==> src/rtl/mantissa_add_normalize_pkg.sv <==
// fpadd_pkg: shared types and constants for the FP adder's final stage.
package fpadd_pkg;

  localparam int MANT_W = 23;
  localparam int EXP_W  = 8;
  localparam logic [EXP_W-1:0] EXP_MAX = 8'hFF;

  typedef enum logic [1:0] {
    IDLE,
    ADD,
    NORM,
    DONE
  } norm_state_t;

  typedef struct packed {
    logic              sign;
    logic [EXP_W-1:0]  exp;
    logic [MANT_W-1:0] mant;
  } fp32_t;

endpackage

==> src/rtl/mantissa_add_normalize_if.sv <==
// Handshake and data bundle for mantissa_add_normalize.
// master = upstream/downstream environment, slave = the stage itself.
interface mantissa_add_normalize_if;
  import fpadd_pkg::*;

  logic              in_valid;
  logic              in_ready;
  logic              signA;
  logic              signB;
  logic [MANT_W:0]   alignedMantissaA;
  logic [MANT_W:0]   alignedMantissaB;
  logic [EXP_W-1:0]  exponentIn;
  logic              out_valid;
  logic              out_ready;
  logic [31:0]       result;
  logic              overflow;
  logic              underflow;

  modport slave (
    input  in_valid, signA, signB, alignedMantissaA, alignedMantissaB,
           exponentIn, out_ready,
    output in_ready, out_valid, result, overflow, underflow
  );

  modport master (
    output in_valid, signA, signB, alignedMantissaA, alignedMantissaB,
           exponentIn, out_ready,
    input  in_ready, out_valid, result, overflow, underflow
  );

endinterface

==> src/rtl/mantissa_add_normalize_lzc24.sv <==
// lzc24: leading-zero count of a 24-bit word; an all-zero word gives 24.
module lzc24 (
  input  logic [23:0] value,
  output logic [4:0]  count
);

  // Scan LSB->MSB so the highest set bit determines the final count.
  always_comb begin
    count = 5'd24;
    for (int i = 0; i < 24; i++) begin
      if (value[i]) count = 5'(23 - i);
    end
  end

endmodule

==> src/rtl/mantissa_add_normalize.sv <==
// mantissa_add_normalize: effective add/subtract of aligned mantissas and
// normalization into a packed single-precision word with overflow/underflow.
// Optional macro FPADD_FAST_NORM_EN: single-cycle normalization through a
// leading-zero counter instead of one left shift per cycle.
module mantissa_add_normalize
  import fpadd_pkg::*;
(
  input  logic                  clk,
  input  logic                  reset,
  mantissa_add_normalize_if.slave io
);

  norm_state_t       state;
  logic              signAReg, signBReg, sumSign;
  logic [MANT_W:0]   mantAReg, mantBReg;
  logic [MANT_W+1:0] sum;
  logic [EXP_W-1:0]  expReg, expInc;
  fp32_t             resultReg;
  logic              inReadyReg, outValidReg, overflowReg, underflowReg;

  assign expInc = expReg + 1'b1;

`ifdef FPADD_FAST_NORM_EN
  logic [4:0]        lzc;
  logic [EXP_W-1:0]  lzcExt;
  logic [MANT_W-1:0] shifted;

  lzc24 uLzc (.value(sum[MANT_W:0]), .count(lzc));

  assign lzcExt  = {3'b000, lzc};
  // Bit 23 is known zero on this path, so shifting the low 23 bits is enough.
  assign shifted = sum[MANT_W-1:0] << lzc;
`endif

  assign io.in_ready  = inReadyReg;
  assign io.out_valid = outValidReg;
  assign io.result    = resultReg;
  assign io.overflow  = overflowReg;
  assign io.underflow = underflowReg;

  // Control FSM and datapath registers; all outputs are registered.
  always_ff @(posedge clk) begin
    if (reset) begin
      state        <= IDLE;
      inReadyReg   <= 1'b1;
      outValidReg  <= 1'b0;
      resultReg    <= '0;
      overflowReg  <= 1'b0;
      underflowReg <= 1'b0;
      signAReg     <= 1'b0;
      signBReg     <= 1'b0;
      sumSign      <= 1'b0;
      mantAReg     <= '0;
      mantBReg     <= '0;
      sum          <= '0;
      expReg       <= '0;
    end else begin
      case (state)
        IDLE: begin
          if (io.in_valid) begin
            signAReg     <= io.signA;
            signBReg     <= io.signB;
            mantAReg     <= io.alignedMantissaA;
            mantBReg     <= io.alignedMantissaB;
            expReg       <= io.exponentIn;
            overflowReg  <= 1'b0;
            underflowReg <= 1'b0;
            inReadyReg   <= 1'b0;
            state        <= ADD;
          end
        end

        ADD: begin
          if (signAReg == signBReg) begin
            sum     <= {1'b0, mantAReg} + {1'b0, mantBReg};
            sumSign <= signAReg;
          end else if (mantAReg > mantBReg) begin
            sum     <= {1'b0, mantAReg - mantBReg};
            sumSign <= signAReg;
          end else if (mantBReg > mantAReg) begin
            sum     <= {1'b0, mantBReg - mantAReg};
            sumSign <= signBReg;
          end else begin
            // Exact cancellation is a positive zero.
            sum     <= '0;
            sumSign <= 1'b0;
          end
          state <= NORM;
        end

        NORM: begin
          // Default: finish this cycle; the iterative shift path overrides.
          state       <= DONE;
          outValidReg <= 1'b1;
          if (sum == '0) begin
            resultReg <= '0;
          end else if (sum[MANT_W+1]) begin
            if (expInc == EXP_MAX) begin
              resultReg   <= {sumSign, EXP_MAX, {MANT_W{1'b0}}};
              overflowReg <= 1'b1;
            end else begin
              resultReg <= {sumSign, expInc, sum[MANT_W:1]};
            end
          end else if (sum[MANT_W]) begin
            resultReg <= {sumSign, expReg, sum[MANT_W-1:0]};
`ifdef FPADD_FAST_NORM_EN
          end else if (lzcExt >= expReg) begin
            resultReg    <= '0;
            underflowReg <= 1'b1;
          end else begin
            resultReg <= {sumSign, expReg - lzcExt, shifted};
          end
`else
          end else if (expReg == 8'd1) begin
            resultReg    <= '0;
            underflowReg <= 1'b1;
          end else begin
            sum         <= sum << 1;
            expReg      <= expReg - 1'b1;
            state       <= NORM;
            outValidReg <= 1'b0;
          end
`endif
        end

        DONE: begin
          if (io.out_ready) begin
            outValidReg <= 1'b0;
            inReadyReg  <= 1'b1;
            state       <= IDLE;
          end
        end

        default: state <= IDLE;
      endcase
    end
  end

endmodule

==> src/flat_wrapper.sv <==
// flat-port wrapper written by rule: the top's interface ports become plain ports
module mantissa_add_normalize_flat import fpadd_pkg::*;
  (clk, reset, io_in_valid, io_signA, io_signB, io_alignedMantissaA, io_alignedMantissaB, io_exponentIn, io_out_ready, io_in_ready, io_out_valid, io_result, io_overflow, io_underflow);
  mantissa_add_normalize_if io_i ();
  input  logic clk;
  input  logic reset;
  input wire logic [$bits(io_i.in_valid)-1:0] io_in_valid;
  input wire logic [$bits(io_i.signA)-1:0] io_signA;
  input wire logic [$bits(io_i.signB)-1:0] io_signB;
  input wire logic [$bits(io_i.alignedMantissaA)-1:0] io_alignedMantissaA;
  input wire logic [$bits(io_i.alignedMantissaB)-1:0] io_alignedMantissaB;
  input wire logic [$bits(io_i.exponentIn)-1:0] io_exponentIn;
  input wire logic [$bits(io_i.out_ready)-1:0] io_out_ready;
  output wire logic [$bits(io_i.in_ready)-1:0] io_in_ready;
  output wire logic [$bits(io_i.out_valid)-1:0] io_out_valid;
  output wire logic [$bits(io_i.result)-1:0] io_result;
  output wire logic [$bits(io_i.overflow)-1:0] io_overflow;
  output wire logic [$bits(io_i.underflow)-1:0] io_underflow;
  assign io_i.in_valid = io_in_valid;
  assign io_i.signA = io_signA;
  assign io_i.signB = io_signB;
  assign io_i.alignedMantissaA = io_alignedMantissaA;
  assign io_i.alignedMantissaB = io_alignedMantissaB;
  assign io_i.exponentIn = io_exponentIn;
  assign io_i.out_ready = io_out_ready;
  assign io_in_ready = io_i.in_ready;
  assign io_out_valid = io_i.out_valid;
  assign io_result = io_i.result;
  assign io_overflow = io_i.overflow;
  assign io_underflow = io_i.underflow;
  mantissa_add_normalize u_core (.clk(clk), .reset(reset), .io(io_i));
endmodule
==> config.mk <==
export PLATFORM = sky130hd
export DESIGN_NAME = mantissa_add_normalize_flat
export DESIGN_NICKNAME = d
export VERILOG_FILES = /design/src/rtl/mantissa_add_normalize_pkg.sv /design/src/rtl/mantissa_add_normalize_if.sv /design/src/rtl/mantissa_add_normalize_lzc24.sv /design/src/rtl/mantissa_add_normalize.sv /design/src/flat_wrapper.sv
export SDC_FILE = /design/constraint.sdc
export NUM_CORES = 1
export LEC_CHECK = 0
export ABC_CLOCK_PERIOD_IN_PS = 3400
export BUFFER_PORTS_ARGS = -buffer_cell sky130_fd_sc_hd__buf_4
export CAP_MARGIN = 25
export CORE_MARGIN = 4
export CORE_UTILIZATION = 45
export CTS_BUF_LIST = sky130_fd_sc_hd__clkbuf_16
export DETAILED_ROUTE_END_ITERATION = 6
export MAX_ROUTING_LAYER = met4
export PLACE_DENSITY_LB_ADDON = 0.15
export SYNTH_ARGS = -nofsm -noshare
export SYNTH_HDL_FRONTEND = slang
export SYNTH_HIERARCHICAL = 1
export SYNTH_SLANG_ARGS = --single-unit
==> constraint.sdc <==
create_clock -name clk -period 3.4 [get_ports clk]
set_input_delay 0.85 -clock clk [delete_from_list [all_inputs] [get_ports clk]]
set_output_delay 0.85 -clock clk [all_outputs]
set_load 0.02 [all_outputs]
==> results of run 1 <==
power groups by stage:
stage	combinational (mW)	sequential, mW	clock (mW)
final	7.01	2.10	2.04
after global routing	7.61	2.14	2.13
after CTS	6.75	2.09	2.06
after detailed placement	6.68	2.12	0
after global placement	6.69	2.10	0
after floorplan	4.71	1.99	0
flip-flops by register name, indices dropped and copies added, names as in the netlist:
signal	count
u_core/io.overflow	1
u_core/io.out_valid	1
u_core/signAReg	1
u_core/sumSign	1
u_core/signBReg	1
u_core/io.underflow	1
u_core/sum	25
u_core/state	2
u_core/expReg	8
u_core/io.result	32
u_core/io.in_ready	1
u_core/mantBReg	24
u_core/mantAReg	24
synth_stat cells (all sizes together) (4+ instances only):
| cell | n |
|---|---|
| o21bai | 11 |
| a31oi | 11 |
| ha | 81 |
| nand2 | 189 |
| mux2 | 10 |
| and3 | 5 |
| o22ai | 5 |
| xor2 | 7 |
| a2111oi | 7 |
| nor3 | 29 |
| or2 | 5 |
| a21o | 9 |
| a221o | 12 |
| o21ai | 65 |
| dfxtp | 122 |
| buf | 25 |
| nand3 | 20 |
| o31ai | 11 |
| a22oi | 36 |
| o211ai | 10 |
| a21boi | 6 |
| a221oi | 6 |
| or3 | 9 |
| o2111ai | 4 |
| and2 | 10 |
| xnor2 | 25 |
| clkbuf | 64 |
| a211oi | 18 |
| nand2b | 16 |
| nand4 | 16 |
| o21a | 10 |
| a311oi | 7 |
| nor2b | 13 |
| o221ai | 19 |
| a21oi | 182 |
| nor2 | 120 |
| inv | 86 |
| nor4 | 9 |
| a211o | 5 |
kinds of logic (layout without fill, tap and decap cells):
group | after synthesis | in the layout | share of synthesized area (%)
adders and majority gates | 84 | 84 | 11.09
and+or+nand+nor | 453 | 453 | 21.24
buffers and inverters | 177 | 287 | 7.404
AOI/OAI and AO/OA | 458 | 458 | 30.68
DFF | 122 | 122 | 25.22
muxes | 13 | 13 | 1.473
xor gates and xnor gates | 32 | 32 | 2.894
stage by stage:
step / hold WS [ns] / setup TNS [ns] / std cells / util (%)
floorplan: 0.4322 / 0 / 1339 / -
global placement: 0.4408 / 0 / 1690 / 51.74
detailed placement: 0.4461 / -0.02982 / 1691 / 51.78
CTS: 0.4558 / 0 / 1723 / 54.88
global route: 0.4851 / 0 / 1724 / 55.29
finish: 0.4546 / 0 / 1724 / 55.29
routing by layer:
layer,vias to the layer above,share of wire [%]
met4,0,2.2
met1,4754,48
met2,349,44
met3,47,5.9
met5,-,0
li1,4969,-
worst paths after layout:
path / startpoint / end / slack [ns]
min reg2reg: u_core/io.result[22] / u_core/io.result[22] / 0.45
min: u_core/io.result[22] / u_core/io.result[22] / 0.45
max: u_core/mantAReg[19] / u_core/sum[19] / 0.17
max reg2reg: u_core/mantAReg[19] / u_core/sum[19] / 0.17
repair_timing:
item                                    CTS  global route
endpoints found under the setup margin    2            17
buffers inserted                          0             1
pin swaps                                 1             5
resized for setup                         3            16
hold buffers                              0             0
critical path, delay by kind of cell (launching register included):
kind,cells,cell delay [ns]
buf+inv,3,0.43
flops,1,0.38
compound gates,8,1.99
fa+ha+maj,1,0.33
area by class of cell:
cell class	instances	area share, %
Clock inverter	15	1.824
Sequential cell	122	20.95
Clock buffer	17	3.649
Timing Repair Buffer	167	10.97
Inverter	88	2.833
Multi-Input combinational cell	1040	56.83
Tap cell	275	2.951
==> reports/metrics.cfg, run 1 <==
[status]
status = finished, final reports clean

[hold_path]
whs_path_depth = 2
hp-class = reg2reg

[timing]
finalSetupViolCount = 0
relSlewSlack_pct = 41.46
rsz0062_at_grt = false
tightest_slew_ns = 0.8718
timing.fmax_mhz = 309.5
clock_skew_ns = 0.01252
fin_crit_ns = 3.231
finalMaxSlewViolations = 0
period_share_pct = 95.04
layout_setup_ws_ns = 0.1686
final_hold_viol_count = 0

[clock_network]
clk_pin_slew_ns = 0.06
root_buffer = clkbuf_16
worst_skew_pair.late_latency_ns = 0.44
cts_sinks = 122
cts_tree = built
cts_buffers = 17
htreeDepth = 4
cts_buffer_depth = 2

[routing]
vias_per_cell = 5.869
wl_per_cell_um = 18.41
drc = 0
drtAntennaViolNets = 0
num_vias = 10120
drt_iter0_markers = 883
routed_wl_um = 31740
first_pass_iters = 5

[power_and_ir_drop]
total_leakage_power_nw = 4.839
p_comb_share_pct = 62.9
peakVddDrop_mv = 0.4130
powerDensity_nw_per_um2 = 955.9
p_sw_share_pct = 49.52
power_mw = 11.14
p_switching_mw = 5.518
clkPwrFrac_pct = 18.3
intPower_mw = 5.626
seqPwrFrac_pct = 18.8

[yosys]
synth-edff-count = 0
async_flop_share_pct = 0
netlist_top_cells_area = dfxtp_1 25%, ha_1 10%, a21oi_1 9.4%
synth_area_leader_cell = dfxtp_1
yosys_register_bits = 122
synth_area_um2 = 9683
synth_cell_types = 80
synth_top_area_share_pct = 25.22
synthFlopType = dfxtp_1
seq_area_frac_synth_pct = 25.22
synth_warnings = 6
avgSynthCellArea_um2 = 7.232
syn_nets = 1485
synth_cells = 1339

[worst_setup_path]
crit_path_end_kind = flip-flop
cp-start-kind = flip-flop
cp.required_ns = 3.75
worstPathCellList = inv_1, ha_1, a21oi_1, o21ai_0, a221oi_2, o211ai_2, buf_4, a211o_2, buf_4, o31ai_1, o2bb2ai_1, a211oi_1
critPathMaxStageDelay_ns = 0.38
crit_path_frequent_cell = buf_4
ff2ff_path_depth = 12
slowest_stage = dfxtp_1
crit_fanout = 11
arrival_ns = 3.58
worstSetupPathType = reg2reg

[floorplan]
die_area_um2 = 23930
coreArea_um2 = 21090
io-pin-count = 98
die_w_um = 154.7
start_util_pct = 45.92
num_rows = 53
dieHeight_um = 154.7

[global_route]
track_usage_pct = 27.08
use_met1_pct = 36.82
grt_pass1_vias = 9667
use_met2_pct = 41.24
antenna_found_initial = 0
grt_busiest_layer = met2
overflow = 0
grt_use_met3_pct = 4.589
grt_pass1_wl_um = 51390
grt_max_degree = 54

[layout]
n_antenna_cell = 0
drive_above_1_share_pct = 16.91
nFillCells = 2037
fin_area_um2 = 11660
seqCellArea_um2 = 2442
final_common_cell = nand2_1
final_cell_mix = 187 x nand2_1, 180 x a21oi_1, 165 x buf_4
nNetsFinal = 1582
synthToLayoutAreaGrowth_pct = 20.40
multi_input_area_um2 = 6625

[placement]
dp.final_hpwl_um = 23650
placed_area_um2 = 10920
portBuffers = 97
place_ws_ns = -0.02450
gp_congestion = 0.9820

[job]
cap_violations = 0

No activity file was read; power rests on OpenSTA's default activity.
==> run 2, diff against run 1 <==
- PLACE_DENSITY_LB_ADDON: 0.15 -> default
==> run 2 against run 1 <==
Compared with the run above:
- setup slack lost 0.044 ns
- critical path depth grew 1
- die area is the same
- power shrank 0.61%
- sequential share of layout area grew 0.069 points
- fmax shrank 1.3%
- clock power shrank 2%
==> reports/metrics.cfg, run 2 (synthesis results as in run 1) <==
[timing]
rsz0062_at_grt = true  ; was false
finalMaxSlewViolations = 0  ; unchanged
period_share_pct = 96.33  ; was 95.04%
clock_skew_ns = 0.01394  ; was 0.01252 ns
hold_slack_ns = 0.4521  ; was 0.4546 ns
final_hold_viol_count = 0  ; unchanged
tightest_slew_ns = 0.7121  ; was 0.8718 ns
relSlewSlack_pct = 52.35  ; was 41.46%
tns_ns = 0  ; unchanged
fin_crit_ns = 3.275  ; was 3.231 ns
finalSetupViolCount = 0  ; unchanged
layout_setup_ws_ns = 0.1247  ; was 0.1686 ns
timing.fmax_mhz = 305.3  ; was 309.5 MHz

[clock_network]
cts_sinks = 122  ; unchanged
cts.hold.buffers_added = 0  ; unchanged
htreeDepth = 4  ; unchanged
cts_setup_buffers = 0  ; unchanged
postCtsResizedCells = 0  ; was 3
cts_buffer_depth = 2  ; unchanged
cts_buffers = 17  ; unchanged
cts_tree = built  ; unchanged
worst_skew_pair.late_latency_ns = 0.43  ; was 0.44 ns
clk_pin_slew_ns = 0.07  ; was 0.06 ns
root_buffer = clkbuf_16  ; unchanged

[floorplan]
die_area_um2 = 23930  ; unchanged
start_util_pct = 45.92  ; unchanged
dieHeight_um = 154.7  ; unchanged
coreArea_um2 = 21090  ; unchanged
io-pin-count = 98  ; unchanged
num_rows = 53  ; unchanged
die_w_um = 154.7  ; unchanged

[placement]
gp_congestion = 0.9845  ; was 0.9820
place_ws_ns = 0.05241  ; was -0.02450 ns
dp.final_hpwl_um = 24000  ; was 23650 um
portBuffers = 97  ; unchanged
placed_cells = 1694  ; was 1691
placed_area_um2 = 10960  ; was 10920 um^2

[power_and_ir_drop]
intPower_mw = 5.605  ; was 5.626 mW
power_mw = 11.08  ; was 11.14 mW
powerDensity_nw_per_um2 = 952.7  ; was 955.9 nW/um^2
total_leakage_power_nw = 4.841  ; was 4.839 nW
p_comb_share_pct = 63.1  ; was 62.9%
p_sw_share_pct = 49.39  ; was 49.52%
seqPwrFrac_pct = 18.9  ; was 18.8%
clkPwrFrac_pct = 18.0  ; was 18.3%
peakVddDrop_mv = 0.5527  ; was 0.4130 mV
p_switching_mw = 5.471  ; was 5.518 mW

[layout]
final_cell_mix = 187 x nand2_1, 182 x a21oi_1, 164 x buf_4  ; was 187 x nand2_1, 180 x a21oi_1, 165 x buf_4
final_common_cell = nand2_1  ; unchanged
fin_area_um2 = 11630  ; was 11660 um^2
synthToLayoutAreaGrowth_pct = 20.07  ; was 20.40%
stdcell_count = 1726  ; was 1724
nNetsFinal = 1584  ; was 1582
utilization_pct = 55.13  ; was 55.29%
drive_above_1_share_pct = 16.61  ; was 16.91%
n_antenna_cell = 0  ; unchanged
largest_reg_flops = 32  ; unchanged

[global_route]
overflow = 0  ; unchanged
grt_pass1_wl_um = 51140  ; was 51390 um
grt_max_degree = 66  ; was 54
grt_pass1_vias = 9321  ; was 9667
antenna_found_initial = 0  ; unchanged
track_usage_pct = 27.16  ; was 27.08%

[hold_path]
hp-class = reg2reg  ; unchanged

[routing]
wl_per_cell_um = 18.48  ; was 18.41 um
vias_per_cell = 5.786  ; was 5.869
num_vias = 9987  ; was 10120
drtAntennaViolNets = 0  ; unchanged
routed_wl_um = 31900  ; was 31740 um
first_pass_iters = 6  ; was 5
drc = 0  ; unchanged
drt_iter0_markers = 988  ; was 883

[status]
status = finished, final reports clean  ; unchanged

[worst_setup_path]
arrival_ns = 3.60  ; was 3.58 ns
worstSetupPathType = reg2reg  ; unchanged
cp.required_ns = 3.73  ; was 3.75 ns
cp-start-kind = flip-flop  ; unchanged
crit_path_end_kind = flip-flop  ; unchanged
crit_fanout = 6  ; was 11

[job]
cap_violations = 0  ; unchanged

[run 2: cell types whose count changed in the layout (fill, tap and decap cells not counted), moves of 2 or more]
| cell | change |
|---|---|
| a21oi_1 | +2 |
| a21oi_2 | -2 |
| buf_12 | +2 |
| clkinv_1 | +2 |
| inv_6 | -2 |
[run 2: cell type report]
class / count / area [um^2]
Sequential cell: 122 / 2444
Clock buffer: 17 / 425.4
Fill cell: 2081 / 9462
Tap cell: 275 / 344.1
Multi-Input combinational cell: 1040 / 6570
Timing Repair Buffer: 169 / 1316
Inverter: 88 / 330.3
Clock inverter: 15 / 196.4
[run 2: critical path, cell delays in order, from the launching register on]
cell       delay [ns]
dfxtp_1          0.37
inv_1            0.06
ha_2             0.40
nor2b_1          0.08
a2111oi_1        0.36
buf_4            0.18
a2111oi_2        0.06
buf_4            0.19
o211ai_1         0.27
a2111oi_1        0.16
buf_4            0.17
nor3_1           0.21
mux2_2           0.37
a311oi_1         0.29
[run 2: power groups by stage]
stage / logic [mW] / registers, mW / clock network (mW)
2_1_floorplan: 4.71 / 1.99 / 0
3_3_place_gp: 6.82 / 2.11 / 0
3_5_place_dp: 6.77 / 2.12 / 0
4_1_cts: 6.81 / 2.09 / 2.03
5_1_grt: 7.60 / 2.15 / 2.10
6_report: 6.98 / 2.10 / 2.00
[run 2: worst paths after layout]
kind | depth (start not counted) | to | startpoint | slack (ns)
hold / removal | 2 | u_core/io.result[22] | u_core/io.result[22] | 0.45
hold reg to reg | 2 | u_core/io.result[22] | u_core/io.result[22] | 0.45
setup reg to reg | 13 | u_core/sum[23] | u_core/mantAReg[6] | 0.12
setup / recovery | 13 | u_core/sum[23] | u_core/mantAReg[6] | 0.12
[run 2: routing by layer]
metal / global-route usage [%] / part of all wire [%]
met5: - / 0
met3: 3.889 / 6.1
met2: 41.06 / 44
met1: 38.26 / 48
met4: 6.854 / 2.0
